<file path="src/rtl/mux_share_arbiter_pkg.sv">
// Shared encodings for the two-requester mux-sharing arbiter:
// FSM state codes, source identifiers and a small state helper.
package mux_share_arbiter_pkg;

  // FSM state codes
  localparam logic [1:0] IDLE    = 2'd0;
  localparam logic [1:0] SERVE_A = 2'd1;
  localparam logic [1:0] SERVE_B = 2'd2;

  // Source tags carried on out_src and kept in the last-served register
  localparam logic SRC_A = 1'b0;
  localparam logic SRC_B = 1'b1;

  // Map a source tag to the state that serves it
  function automatic logic [1:0] serve_state(input logic src);
    return src ? SERVE_B : SERVE_A;
  endfunction

endpackage

</file>
<file path="src/rtl/sel_mux2.sv">
// WIDTH-bit 2:1 select: y = s ? b : a, built bit by bit.
module sel_mux2 #(
  parameter int WIDTH = 2
) (
  input  logic [WIDTH-1:0] a,
  input  logic [WIDTH-1:0] b,
  input  logic             s,
  output logic [WIDTH-1:0] y
);

  generate
    for (genvar gi = 0; gi < WIDTH; gi++) begin : g_bit
      assign y[gi] = s ? b[gi] : a[gi];
    end
  endgenerate

endmodule

</file>
<file path="src/rtl/mux_share_arbiter.sv">
// Round-robin arbiter sharing one 2:1 select datapath between requesters
// A and B. A grant lasts at most HOLD_MAX beats while the other side waits;
// the selected word is captured into a valid/ready output register.
module mux_share_arbiter
  import mux_share_arbiter_pkg::*;
#(
  parameter int WIDTH    = 2,
  parameter int HOLD_MAX = 4
) (
  input  logic             clk,
  input  logic             rst,
  input  logic             req_a,
  input  logic [WIDTH-1:0] data_a,
  output logic             ack_a,
  input  logic             req_b,
  input  logic [WIDTH-1:0] data_b,
  output logic             ack_b,
  output logic             out_valid,
  input  logic             out_ready,
  output logic [WIDTH-1:0] out_data,
  output logic             out_src,
  output logic             busy
);

  // Counter just wide enough for 0..HOLD_MAX-1 (at least one bit)
  localparam int CW = (HOLD_MAX > 1) ? $clog2(HOLD_MAX) : 1;
  localparam logic [CW-1:0] CNT_MAX = CW'(HOLD_MAX - 1);

  logic [1:0]       state_reg, state_next;
  logic             last_reg, last_next;
  logic [CW-1:0]    beat_reg, beat_next;
  logic             sel;
  logic             serving;
  logic             req_cur;
  logic             req_oth;
  logic             can_load;
  logic             load;
  logic [WIDTH-1:0] mux_y;

  assign sel      = (state_reg == SERVE_B);
  assign serving  = (state_reg == SERVE_A) || (state_reg == SERVE_B);
  assign req_cur  = sel ? req_b : req_a;
  assign req_oth  = sel ? req_a : req_b;
  assign can_load = !out_valid || out_ready;
  assign load     = serving && req_cur && can_load;
  assign ack_a    = load && !sel;
  assign ack_b    = load && sel;
  assign busy     = (state_reg != IDLE);

  sel_mux2 #(.WIDTH(WIDTH)) u_sel_mux2 (
    .a (data_a),
    .b (data_b),
    .s (sel),
    .y (mux_y)
  );

  // Next-state logic: grant from IDLE, hand over on drop or exhausted burst.
  // The final word is recognised by req falling the cycle after its ack.
  always_comb begin
    state_next = state_reg;
    last_next  = last_reg;
    beat_next  = beat_reg;
    case (state_reg)
      IDLE: begin
        if (req_a && req_b) begin
          state_next = serve_state(!last_reg);
        end else if (req_a) begin
          state_next = SERVE_A;
        end else if (req_b) begin
          state_next = SERVE_B;
        end
      end
      SERVE_A, SERVE_B: begin
        if (!req_cur) begin
          state_next = req_oth ? serve_state(!sel) : IDLE;
          last_next  = sel;
          beat_next  = '0;
        end else if (load && (beat_reg == CNT_MAX) && req_oth) begin
          state_next = serve_state(!sel);
          last_next  = sel;
          beat_next  = '0;
        end else if (load && (beat_reg != CNT_MAX)) begin
          beat_next = beat_reg + 1'b1;
        end
      end
      default: begin
        state_next = IDLE;
      end
    endcase
  end

  // Arbitration state: FSM, last-served side and burst counter
  always_ff @(posedge clk or posedge rst) begin
    if (rst) begin
      state_reg <= IDLE;
      last_reg  <= SRC_B;
      beat_reg  <= '0;
    end else begin
      state_reg <= state_next;
      last_reg  <= last_next;
      beat_reg  <= beat_next;
    end
  end

  // Output register: load the selected word, or empty it once consumed
  always_ff @(posedge clk or posedge rst) begin
    if (rst) begin
      out_valid <= 1'b0;
      out_data  <= '0;
      out_src   <= SRC_A;
    end else if (load) begin
      out_valid <= 1'b1;
      out_data  <= mux_y;
      out_src   <= sel;
    end else if (out_valid && out_ready) begin
      out_valid <= 1'b0;
    end
  end

endmodule
</file>
<file path="config.mk">
export PLATFORM = sky130hd
export DESIGN_NAME = mux_share_arbiter
export DESIGN_NICKNAME = d
export VERILOG_FILES = /design/src/rtl/mux_share_arbiter_pkg.sv /design/src/rtl/sel_mux2.sv /design/src/rtl/mux_share_arbiter.sv
export SDC_FILE = /design/constraint.sdc
export NUM_CORES = 1
export LEC_CHECK = 0
export BUFFER_PORTS_ARGS = -buffer_cell sky130_fd_sc_hd__buf_2
export CAP_MARGIN = 40
export CORE_MARGIN = 3
export CORE_UTILIZATION = 28
export CTS_CLUSTER_SIZE = 30
export DETAILED_ROUTE_END_ITERATION = 6
export PLACE_DENSITY = 0.57
export SYNTH_ARGS = -nofsm -noshare
export SYNTH_HDL_FRONTEND = slang
export SYNTH_SLANG_ARGS = --single-unit
export TNS_END_PERCENT = 5
</file>
<file path="constraint.sdc">
create_clock -name clk -period 3.15 [get_ports clk]
set_clock_uncertainty 0.2 [all_clocks]
set_input_delay 0.63 -clock clk [delete_from_list [all_inputs] [get_ports clk]]
set_output_delay 0.63 -clock clk [all_outputs]
set_load 0.1 [all_outputs]
</file>
==> flow_summary.ini, run 1 <==
[drt]
drt-initial-drc-count = 1
ant_nets = 0
wl_um = 1090
drc = 0
drt_pre_antenna_iters = 2
vias = 445
vias_per_cell = 4.49
wl_per_cell_um = 11.0

[layout]
regArea_sq_um = 226
area_growth_pct = 21.4
antenna_cells = 0
fin_nets = 88
num-fill-cells = 202
layoutNonFillerInstCount = 99
drive_gt1_share_pct = 36.5
multi_input_area_sq_um = 322
design_area_sq_um = 703

[floorplan]
core-area_sq_um = 1840
die_h_um = 51.5
dieArea_sq_um = 2650
num_rows = 15
die_w_um = 51.5
pin_count = 16
start_util_pct = 31.5

[global_route]
grt_pass1_wl_um = 1880
grt.total_usage_pct = 9.37
antenna_found_initial = 0
gr-total-overflow = 0
grt_max_degree = 10
grt_pass1_vias = 439

[clock_network]
post_cts_resized = 0
cts_buffers = 3
cts_buffer_depth = 2
ctsHoldBuffers = 0
post-cts-setup-buffers = 0
insertion_delay_ns = 0.25
cts_tree = built
clk_pin_slew_ns = 0.06
htreeDepth = 1
cts_root_buffer = clkbuf_4
cts.sinks = 9

[sta]
finalSetupViolCount = 0
relSlewSlack_pct = 67.5
drv_slew = 0
fin_crit_ns = 3.00
rsz0062_at_grt = false
max_freq_mhz = 333
whs_ns = 0.122
hold_violations = 0
tightestPinTransition_ns = 0.491
fin_crit_sh_pct = 95.3

[logic_synthesis]
synthCells = 56
yosys.area_share.simple_pct = 17.9
syn_nets = 69
synth_compound_area_share_pct = 14.0
synth-xor-area-share_pct = 1.51
ys_seq_elements = 9
synthesis.area_sq_um = 579
synth_fa_ha_area_share_pct = 8.64
synth_cell_types = 26
ys_seq_area_share_pct = 39.1
synth_mux_area_share_pct = 13.0
synth_top_family_by_area = simple AND/OR/NAND/NOR gates
yosysWarningCount = 0
avgSynthCellArea_sq_um = 10.3

[job]
max-cap-violations = 0

[worst_setup_path]
path_max_fanout = 7
rr_worst_depth = 6
setup.worst_path.class = register to output port
cp.required_ns = 2.32
crit_arrival_ns = 2.17
crit_cells = 6
cp_top_family = buffers and inverters
cp_num_buf_inv = 2
critPathSlowestCell = buf_2
cp_cell_sequence = inv_1 > ha_1 > mux2_4 > nand3_1 > nor2_2 > buf_2
startpoint_type = register
cpPeakStageDelay_ns = 0.44
endpoint_kind = output port

[placed_design]
place.gp.congestion = 0.656
dpl_cell_area_sq_um = 677
placedCellCount = 95
io_buffers = 15
hpwl_um = 904

[min_path]
holdCritPathClass = input port to asynchronous set/reset pin

[run_status]
status = complete, no violations
## kinds of logic (layout without fill, tap and decap cells)
logic type | after synthesis | after routing
AO/OA/AOI/OAI | 11 | 11
XOR/XNOR | 1 | 1
adder cells (fa/ha/maj) | 4 | 4
buffers and inverters | 7 | 25
flip-flops | 9 | 9
multiplexers | 6 | 6
AND/OR/NAND/NOR | 18 | 18
## worst register-to-register path, delay by kind of cell (launching register included)
family | cells | cell delay [ns]
AOI/OAI and AO/OA | 2 | 0.33
muxes | 1 | 0.38
DFF | 1 | 0.38
adders and majority gates | 1 | 0.33
and+or+nand+nor | 1 | 0.17
buffers and inverters | 1 | 0.10
## cell type report
class	count	share of cell area [%]
Timing Repair Buffer	15	10.7
Tap cell	25	4.45
Inverter	6	3.20
Multi-Input combinational cell	40	45.7
Sequential cell	9	32.2
Clock buffer	4	3.74
## layer usage
| layer | global-route usage [%] | wire, um | vias to the layer above |
|---|---|---|---|
| met5 | 0 | 0 | - |
| met4 | 2.62 | 0 | 0 |
| met3 | 3.21 | 72 | 0 |
| met2 | 14.4 | 512 | 11 |
| met1 | 12.4 | 507 | 205 |
| li1 | - | - | 229 |
## cell usage after synthesis, drive strengths merged
cell    number  area share (%)
a21oi        1            0.86
a21o         1             1.3
mux2         3             7.8
nand2        5             4.5
nand4b       1             1.5
buf          1             1.9
mux2i        3             5.2
dfstp        1             4.5
a32o         1             1.7
nor2         3             1.9
xnor2        1             1.5
inv          6             3.9
dfrtp        8              35
nor2b        1             1.1
o21ai        6             5.8
and2         2             2.4
nand3        1            0.86
o32ai        2             4.3
nand2b       3             3.2
nand4        1             1.1
ha           4             8.6
and2b        1             1.3
## final timing paths
check,slack (ns),startpoint,endpoint
max in group asynchronous,2.33,rst,last_reg$_DFFE_PP1P_
min reg2reg,0.28,out_data[0]$_DFFE_PP0P_,out_data[0]$_DFFE_PP0P_
min in group clk,0.28,out_data[0]$_DFFE_PP0P_,out_data[0]$_DFFE_PP0P_
min,0.12,rst,state_reg[0]$_DFFE_PP0P_
max reg2reg,1.15,state_reg[0]$_DFFE_PP0P_,beat_reg[1]$_DFFE_PP0P_
max,0.15,state_reg[0]$_DFFE_PP0P_,ack_b
## stage by stage
stage               setup TNS (ns)  setup WS, ns  util [%]
finish                           0         0.148      38.2
global route                     0       0.00990      38.2
CTS                              0         0.121      38.2
detailed placement               0         0.410      36.8
global placement                 0         0.478      36.8
floorplan                   -0.167        -0.167         -
## cells in the final DEF (no fill, tap or decap), types with 2 or more instances in the layout
master and n:
clkbuf_4 3, nand2b_1 3, o21ai_0 5, nor2_1 2, inv_1 6, ha_1 4, nand2_1 4, mux2i_1 3
mux2_4 3, buf_2 15, dfrtp_1 8
Power of run 1 is left out: the tool's default activity adds up to more than one toggle a clock period on the data nets, which glitch-free logic cannot reach.
==> inputs of run 2 (changes only) <==
- BUFFER_PORTS_ARGS: -buffer_cell sky130_fd_sc_hd__buf_2 -> not set
- DONT_BUFFER_PORTS: not set -> 1
- PLACE_DENSITY: 0.57 -> 0.5
==> flow_summary.ini, run 2 (synthesized netlist as in run 1, its figures left out) <==
[layout]
antenna_cells = 0
layoutNonFillerInstCount = 90
drive_gt1_share_pct = 29.2
fin_nets = 79
final_core_util_pct = 40.0
num-fill-cells = 192
area_growth_pct = 27.0
layout_common_cells = dfrtp_1, inv_1, o21ai_0
regArea_sq_um = 226
multi_input_area_sq_um = 324
layout_commonest_cell = dfrtp_1

[clock_network]
cts_tree = built
insertion_delay_ns = 0.26
htreeDepth = 1
cts.sinks = 9
ctsHoldBuffers = 0
cts_root_buffer = clkbuf_4
cts_buffer_depth = 2
post-cts-setup-buffers = 0
clk_pin_slew_ns = 0.06
cts_buffers = 3
post_cts_resized = 0

[sta]
hold_violations = 0
fin_crit_sh_pct = 91.0
fin_crit_ns = 2.87
drv_slew = 0
rsz0062_at_grt = false
relSlewSlack_pct = 39.5
max_freq_mhz = 349
fin_ws_ns = 0.284
finalSetupViolCount = 0
tightestPinTransition_ns = 0.907

[drt]
wl_per_cell_um = 12.3
drt-initial-drc-count = 6
ant_nets = 0
wl_um = 1110
vias_per_cell = 4.66
drc = 0
vias = 419
drt_pre_antenna_iters = 4

[floorplan]
die_w_um = 51.5
dieArea_sq_um = 2650
pin_count = 16
num_rows = 15
core-area_sq_um = 1840
start_util_pct = 31.5
die_h_um = 51.5

[worst_setup_path]
cp.required_ns = 2.32
endpoint_kind = output port
startpoint_type = register
path_max_fanout = 7
crit_arrival_ns = 2.04
setup.worst_path.class = register to output port

[placed_design]
place.gp.congestion = 0.672
io_buffers = 0
hpwl_um = 906
dp_slack_ns = 0.553
placedCellCount = 86

[job]
max-cap-violations = 0

[global_route]
grt_pass1_wl_um = 1900
grt.total_usage_pct = 9.68
grt_pass1_vias = 424
grt_max_degree = 10
gr-total-overflow = 0
antenna_found_initial = 0

[min_path]
holdCritPathClass = input port to asynchronous set/reset pin

[run_status]
status = complete, no violations
[run 2: cell count changes in the layout (fill, tap and decap cells not counted)]
| cell | delta |
|---|---|
| nor2_2 | +1 |
| buf_2 | -15 |
| buf_4 | +3 |
| buf_16 | +3 |
| nor2_1 | -1 |
[run 2: worst paths after layout]
check	end	cells past startpoint	slack (ns)	startpoint
min in group clk	beat_reg[1]$_DFFE_PP0P_	1	0.33	beat_reg[1]$_DFFE_PP0P_
max in group asynchronous	last_reg$_DFFE_PP1P_	1	2.43	rst
hold reg to reg	beat_reg[1]$_DFFE_PP0P_	1	0.33	beat_reg[1]$_DFFE_PP0P_
setup reg to reg	out_src$_DFFE_PP0P_	7	0.91	state_reg[0]$_DFFE_PP0P_
hold / removal	out_data[0]$_DFFE_PP0P_	1	0.02	rst
setup / recovery	ack_b	6	0.28	state_reg[0]$_DFFE_PP0P_
[run 2: metrics by stage]
step,TNS [ns],hold WS (ns),instance area (sq um)
2_1_floorplan,-0.167,0.257,582
3_3_place_gp,0,0.314,627
3_5_place_dp,0,0.309,709
4_1_cts,0,0.0231,736
5_1_grt,0,0.0315,736
6_report,0,0.0188,736
[run 2: worst max-delay path, stage by stage (launching register included)]
cell and delay [ns]:
dfrtp_1 0.38, inv_1 0.09, ha_1 0.34, mux2_4 0.26, nand3_1 0.24, nor2_2 0.15
buf_4 0.30
[run 2: area by class of cell]
| class | count | area share [%] |
|---|---|---|
| clock buffer | 4 | 3.57 |
| inverter | 6 | 3.06 |
| multi-input combinational | 40 | 44.0 |
| sequential | 9 | 30.8 |
| tap | 25 | 4.25 |
| timing repair buffer | 6 | 14.3 |
[run 2: routing by layer]
| layer | vias to the layer above | routed length (um) | track usage, % |
|---|---|---|---|
| met5 | - | 0 | 0 |
| met4 | 0 | 25 | 6.55 |
| met3 | 4 | 76 | 1.75 |
| met2 | 14 | 468 | 14.0 |
| met1 | 191 | 541 | 12.9 |
| li1 | 210 | - | - |
Power of run 2 is left out for the same reason.
